File: src/rtl/acc_datapath.sv
// Accumulator datapath with an add/subtract ALU, output register and
// a counted loop mode that repeatedly applies a latched operand to A.
module acc_datapath #(
   parameter int n  = 8,
   parameter int cw = 4
) (
   input  logic          clock,
   input  logic          reset,
   input  logic          Aload,
   input  logic          Sub,
   input  logic [1:0]    Asel,
   input  logic [n-1:0]  dp1In,
   input  logic [n-1:0]  mInput,
   input  logic          Oload,
   input  logic          start,
   input  logic [cw-1:0] count,
   output logic [n-1:0]  A,
   output logic          Apos,
   output logic          Aeq0,
   output logic          ovf,
   output logic [n-1:0]  mOutput,
   output logic          busy,
   output logic          done
);

   typedef enum logic [1:0] {IDLE, RUN, DONE} state_t;

   state_t        state, state_nx;
   logic [n-1:0]  b_lat;
   logic          sub_lat;
   logic [cw-1:0] cnt;
   logic [n-1:0]  alu_b, alu_r;
   logic          alu_sub, alu_ovf;

   // In RUN the ALU uses the operand and mode captured at start
   always_comb begin
      alu_b   = (state == RUN) ? b_lat : mInput;
      alu_sub = (state == RUN) ? sub_lat : Sub;
      alu_r   = alu_sub ? (A - alu_b) : (A + alu_b);
      if (alu_sub)
         alu_ovf = (A[n-1] != alu_b[n-1]) && (alu_r[n-1] != A[n-1]);
      else
         alu_ovf = (A[n-1] == alu_b[n-1]) && (alu_r[n-1] != A[n-1]);
   end

   always_comb begin
      state_nx = state;
      unique case (state)
         IDLE: begin
            if (start)
               state_nx = (count != '0) ? RUN : DONE;
         end
         RUN: begin
            if (cnt == cw'(1))
               state_nx = DONE;
         end
         DONE:    state_nx = IDLE;
         default: state_nx = IDLE;
      endcase
   end

   always_ff @(posedge clock or negedge reset) begin
      if (!reset)
         state <= IDLE;
      else
         state <= state_nx;
   end

   always_ff @(posedge clock or negedge reset) begin
      if (!reset) begin
         A       <= '0;
         mOutput <= '0;
         ovf     <= 1'b0;
         b_lat   <= '0;
         sub_lat <= 1'b0;
         cnt     <= '0;
      end else begin
         if (Oload)
            mOutput <= A;
         unique case (state)
            IDLE: begin
               if (start) begin
                  if (count != '0) begin
                     b_lat   <= mInput;
                     sub_lat <= Sub;
                     cnt     <= count;
                  end
               end else if (Aload) begin
                  unique case (Asel)
                     2'd0: A <= dp1In;
                     2'd1: begin
                        A   <= alu_r;
                        ovf <= alu_ovf;
                     end
                     2'd2: A <= mInput;
                     2'd3: A <= '0;
                     default: A <= '0;
                  endcase
               end
            end
            RUN: begin
               A   <= alu_r;
               ovf <= alu_ovf;
               cnt <= cnt - cw'(1);
            end
            default: ;
         endcase
      end
   end

   assign Aeq0 = (A == '0);
   assign Apos = !A[n-1] && (A != '0);
   assign busy = (state == RUN);
   assign done = (state == DONE);

endmodule

File: config.mk
export PLATFORM = sky130hd
export DESIGN_NAME = acc_datapath
export DESIGN_NICKNAME = d
export VERILOG_FILES = /design/src/rtl/acc_datapath.sv
export SDC_FILE = /design/constraint.sdc
export NUM_CORES = 1
export LEC_CHECK = 0
export CORE_ASPECT_RATIO = 1.25
export CORE_MARGIN = 2
export CORE_UTILIZATION = 40
export CTS_BUF_LIST = sky130_fd_sc_hd__clkbuf_8
export DETAILED_ROUTE_END_ITERATION = 6
export DONT_BUFFER_PORTS = 1
export SETUP_SLACK_MARGIN = 0.15
export SYNTH_ARGS = -nofsm -noshare
export SYNTH_HDL_FRONTEND = slang
export SYNTH_SLANG_ARGS = --single-unit
export TNS_END_PERCENT = 20
File: constraint.sdc
create_clock -name clock -period 4 [get_ports clock]
set_input_delay 0.6 -clock clock [delete_from_list [all_inputs] [get_ports clock]]
set_output_delay 0.6 -clock clock [all_outputs]
set_load 0.01 [all_outputs]
==> flow_summary.yaml, run 1 <==
placed_design:
  place_ws_ns: 0.505
  dp_hpwl_um: 4020
  place_area_um2: 2290
  io_buffers: 0
  gp_congestion: 0.837
global_route:
  first_global_vias: 1729
  grt_usage: 0.180
  grt_pass1_wl_um: 8640
  antenna_found_initial: 0
  overflow: 0
  grt_max_degree: 33
cells_and_area:
  stdcell_area_um2: 2400
  seq_area_um2: 801
  drive_above_1_share: 0.157
  fillerInstances: 536
  final_net_count: 272
  area_delta_synth_final_pct: 7.62
  final_cell_mix: "32 x dfrtp_1, 25 x nor2_1, 21 x nand2_1"
  mostFrequentLayoutCell: "dfrtp_1"
  num_antenna_cells: 0
  multi_input_area_um2: 1360
worst_setup_path:
  startpoint: "state[1]"
  r2r-end: "ovf"
  endpoint_kind: "flop"
  start_kind: "flop"
  crit_type: "flop to flop"
  r2r_slack_ns: 0.49
  r2r_cells: 14
  rr_startpoint: "state[1]"
  arrival_ns: 3.70
  crit_required_ns: 4.19
  critPathMaxFanout: 13
power:
  p_int_mw: 1.50
  pwr-share-clk: 0.092
  power.total_mw: 2.75
  p_per_area_nw_per_um2: 1150
  power.leakage_nw: 1.04
  seqPwrFrac: 0.258
  p_sw_frac: 0.455
  power_switching_mw: 1.25
  ir_drop_mv: 0.520
  power_frac_comb: 0.651
sta:
  layout_setup_ws_ns: 0.490
  fin_crit_ns: 3.51
  maxSlewViolCount: 0
  finalSetupViolCount: 0
  whs_ns: 0.135
  clock_skew_ns: 0.00446
  hold_viol: 0
  fin_crit_sh: 0.878
  rsz0062_at_grt: "false"
  finalSetupTns_ns: 0
  relSlewSlack: 0.403
  tightestPinTransition_ns: 0.892
  max_freq_mhz: 285
synthesis:
  synth_largest_area_cell: "dfrtp_1"
  seq_area_frac_synth: 0.359
  synth_top_family_by_area: "multiplexers"
  postSynthAreaPerCell_um2: 9.67
  ys_ff_latch: 32
  async_flop_share: 1.00
  yosysWarnings: 0
  synth_compound_area_frac: 0.163
  synth-adder-area-share: 0.0594
  syn_inst: 231
  synth-edff-count: 0
  synth.net_count: 269
  synthMuxAreaShare: 0.182
  synthesis.area_um2: 2230
  synth-xor-area-share: 0.0532
  synthDistinctLibCells: 48
  ys.flop_type: "dfrtp_1"
  synth_top_cell_area_share: 0.359
  synthSimpleGateAreaFrac: 0.152
  yosys-top-cells-area: "dfrtp_1 36%, mux2_2 9.6%, mux2i_1 6.3%, ha_1 5.0%, nor2_1 4.2%"
clock_network:
  clockRootBuffer: "clkbuf_8"
  post_cts_resized: 0
  clockBufferDepth: 2
  cts_inserted_buffers: 5
  htree_levels: 2
  post_cts_buffers: 0
  numClockSinks: 32
  clk_latency_ns: 0.29
  cts_tree: "done"
  clkTransAtPathRegs_ns: 0.07
route:
  drtPass1Iterations: 4
  wirelength_um: 5320
  antenna_left: 0
  first_iter_violations: 72
  viasPerCell: 5.84
  drcViolationCount: 0
  vias: 1745
  wl_per_cell_um: 17.8
floorplan:
  fp-row-count: 30
  initial_core_util: 0.413
  chipWidth_um: 70.8
  die_area_um2: 6200
  die_y_um: 87.5
  io_pins: 49
  core_um2: 5410
job:
  maxCapViolCount: 0
run_status:
  status: "finished, final reports clean"
hold_path:
  min_path_type: "input port to async pin"
==> cell usage after synthesis (all sizes together), types with 2 or more instances <==
cell type,count
ha,9
inv,9
xnor2,7
o41ai,2
dfrtp,32
nor2,25
nand2,21
clkbuf,4
o21a,5
buf,3
mux2i,16
nor3,3
or2,2
xor2,4
mux2,20
o22ai,4
or4,4
a21oi,12
o221ai,2
nor2b,6
o21ai,14
a221oi,2
or3,2
nand2b,6
==> metrics by stage <==
step	utilization	std cells
after floorplan	-	231
after global placement	0.424	290
after detailed placement	0.424	290
after CTS	0.445	299
after global routing	0.445	299
final	0.445	299
==> layout make-up <==
class / instances / area share
clock buffers: 6 / 0.0344
multi-input cells: 183 / 0.566
clock inverters: 2 / 0.00312
well taps: 64 / 0.0333
flip-flops and latches: 32 / 0.333
repair buffers: 3 / 0.0146
inverters: 9 / 0.0151
==> power groups by stage <==
stage          Clock (mW)  Combinational [mW]  Sequential [mW]
2_1_floorplan           0                1.49            0.660
3_3_place_gp            0                1.73            0.715
3_5_place_dp            0                1.76            0.717
4_1_cts             0.262                1.78            0.712
5_1_grt             0.273                2.00            0.739
6_report            0.253                1.79            0.709
==> registers in the layout, indices dropped and copies added (netlist names) <==
name,count
state,2
ovf,1
sub_lat,1
b_lat,8
A,8
mOutput,8
cnt,4
==> kinds of logic (layout without fill, tap and decap cells) <==
| group | after synthesis | after routing |
|---|---|---|
| flip-flops | 32 | 32 |
| adder cells (fa/ha/maj) | 10 | 10 |
| AO/OA/AOI/OAI | 53 | 53 |
| multiplexers | 36 | 36 |
| AND/OR/NAND/NOR | 72 | 72 |
| buffers and inverters | 16 | 20 |
| XOR/XNOR | 12 | 12 |
==> critical path, stage by stage (launching register included) <==
cell and delay, ns:
dfrtp_1 0.42, nand2b_1 0.20, inv_4 0.20, mux2i_4 0.39
nand2_1 0.12, xnor2_1 0.14, nand2_1 0.08, o21a_1 0.12
ha_1 0.25, nor2b_1 0.14, o31a_1 0.27, o41a_1 0.36
a21oi_1 0.19, xnor3_1 0.26, o41ai_2 0.27
==> how the worst max path moves through the flow <==
| stage | to | slack, ns |
|---|---|---|
| after floorplan | ovf | 0.82 |
| after global placement | ovf | 0.61 |
| after detailed placement | ovf | 0.51 |
| after CTS | ovf | 0.49 |
| after global routing | ovf | 0.27 |
| final | ovf | 0.49 |
==> timing repair <==
action / CTS / global route
hold buffers: 1 / 0
endpoints found under the hold margin: 32 / 0
setup endpoints to repair: 0 / 0
==> layer usage <==
| layer | vias to the layer above | global-route usage | part of all wire |
|---|---|---|---|
| li1 | 836 | - | - |
| met1 | 850 | 0.229 | 0.43 |
| met2 | 53 | 0.304 | 0.50 |
| met3 | 6 | 0.0437 | 0.056 |
| met4 | 0 | 0.0566 | 0.014 |
| met5 | - | 0 | 0 |
No activity file was read; power rests on OpenSTA's default activity.
==> run 2, diff against run 1 <==
==> constraint.sdc (replaced) <==
create_clock -name clock -period 4 [get_ports clock]
set_input_delay 0.6 -clock clock [delete_from_list [all_inputs] [get_ports clock]]
set_output_delay 0.6 -clock clock [all_outputs]
set_load 0.005 [all_outputs]
==> flow_summary.yaml, run 2 (synthesis results as in run 1) <==
clock_network:
  cts_tree: "done"
  cts_inserted_buffers: 5
  post_cts_buffers: 0
  clk_latency_ns: 0.28
  clkTransAtPathRegs_ns: 0.06
  clockBufferDepth: 2
  htree_levels: 2
  numClockSinks: 32
  post_cts_resized: 0
  clockRootBuffer: "clkbuf_8"
  ctsHoldBuffers: 3
placed_design:
  gp_congestion: 0.836
  io_buffers: 0
  place_area_um2: 2290
  dp.cells: 290
  dp_hpwl_um: 3950
sta:
  fin_crit_ns: 3.44
  clock_skew_ns: 0.00241
  fin_crit_sh: 0.861
  max_freq_mhz: 291
  maxSlewViolCount: 0
  finalSetupViolCount: 0
  hold_viol: 0
  rsz0062_at_grt: "false"
  relSlewSlack: 0.432
  whs_ns: 0.122
  finalSetupTns_ns: 0
  tightestPinTransition_ns: 0.848
global_route:
  grt_max_degree: 25
  first_global_vias: 1747
  grt_busiest_layer: "met2"
  grtUsageMet1: 0.229
  met3_usage: 0.0391
  gr-usage-met2: 0.308
  overflow: 0
  antenna_found_initial: 0
  grt_pass1_wl_um: 8710
  grt_usage: 0.180
route:
  wl_per_cell_um: 17.5
  drcViolationCount: 0
  antenna_left: 0
  viasPerCell: 5.69
  drtPass1Iterations: 4
  wirelength_um: 5280
  vias: 1714
  first_iter_violations: 50
worst_setup_path:
  endpoint_kind: "flop"
  start_kind: "flop"
  path_delay_family: "compound AO/OA/AOI/OAI gates"
  cp_cell_sequence: "nand2b_1 > inv_4 > mux2i_4 > nand2_1 > xnor2_1 > nand2_1 > o21a_1 > ha_1 > nor2b_1 > o31a_1 > o41a_1 > a21oi_1 > xnor3_1 > o41ai_2"
  cpPeakStageDelay_ns: 0.41
  crit_top_cell: "nand2_1"
  crit_type: "flop to flop"
  critPathMaxFanout: 13
  critPathSlowestCell: "dfrtp_1"
  critPathBufInv: 1
  crit_required_ns: 4.19
  arrival_ns: 3.63
cells_and_area:
  mostFrequentLayoutCell: "dfrtp_1"
  stdcell_area_um2: 2420
  final_cell_mix: "32 x dfrtp_1, 25 x nor2_1, 21 x nand2_1"
  postLayoutCoreUtil: 0.448
  fin_cells: 301
  seq_area_um2: 801
  num_antenna_cells: 0
  drive_above_1_share: 0.156
  final_net_count: 274
  multi_input_area_um2: 1360
  area_delta_synth_final_pct: 8.52
  top_regs: "A (8), b_lat (8), mOutput (8)"
  fillerInstances: 532
floorplan:
  fp-row-count: 30
  die_y_um: 87.5
  core_um2: 5410
  initial_core_util: 0.413
  die_area_um2: 6200
  io_pins: 49
  chipWidth_um: 70.8
power:
  power.leakage_nw: 1.05
  ir_drop_mv: 0.474
  p_per_area_nw_per_um2: 1110
job:
  maxCapViolCount: 0
hold_path:
  min_path_type: "input port to async pin"
run_status:
  status: "finished, final reports clean"
## run 2: changes by cell type in the layout (fill, tap and decap cells not counted), sizes merged
cell,before,now
dlygate4sd3,0,2
## run 2: metrics by stage
| stage | power, mW | setup WS, ns |
|---|---|---|
| finish | 2.69 | 0.558 |
| global route | 2.97 | 0.305 |
| CTS | 2.71 | 0.558 |
| detailed placement | 2.42 | 0.576 |
| global placement | 2.41 | 0.620 |
| floorplan | 2.11 | 0.816 |
## run 2: cell type report
class,count,area share
inverters,9,0.0150
clock buffers,6,0.0341
flip-flops and latches,32,0.330
well taps,64,0.0330
multi-input cells,183,0.562
clock inverters,2,0.00310
repair buffers,5,0.0227
## run 2: path summary, 6_finish.rpt
path / start / end / slack (ns) / cells past startpoint
worst max-delay path: state[1] / ovf / 0.56 / 14
worst min-delay path: reset / b_lat[4] / 0.12 / 1
worst max register to register: state[1] / ovf / 0.56 / 14
worst min register to register: b_lat[6] / b_lat[6] / 0.52 / 1
max in group asynchronous: reset / b_lat[3] / 3.09 / 1
min in group clock: mInput[6] / b_lat[6] / 0.46 / 1
## run 2: per-layer routing
| metal | share of wire | wire length, um |
|---|---|---|
| met5 | 0 | 0 |
| met4 | 0.014 | 76 |
| met3 | 0.056 | 298 |
| met2 | 0.49 | 2610 |
| met1 | 0.43 | 2290 |
## run 2: report_power, final
part           switching, mW  total (mW)  internal (mW)  leakage, nW
sequential             0.178       0.677          0.499        0.380
combinational          0.892        1.76          0.866        0.612
clock                  0.115       0.250          0.135       0.0538
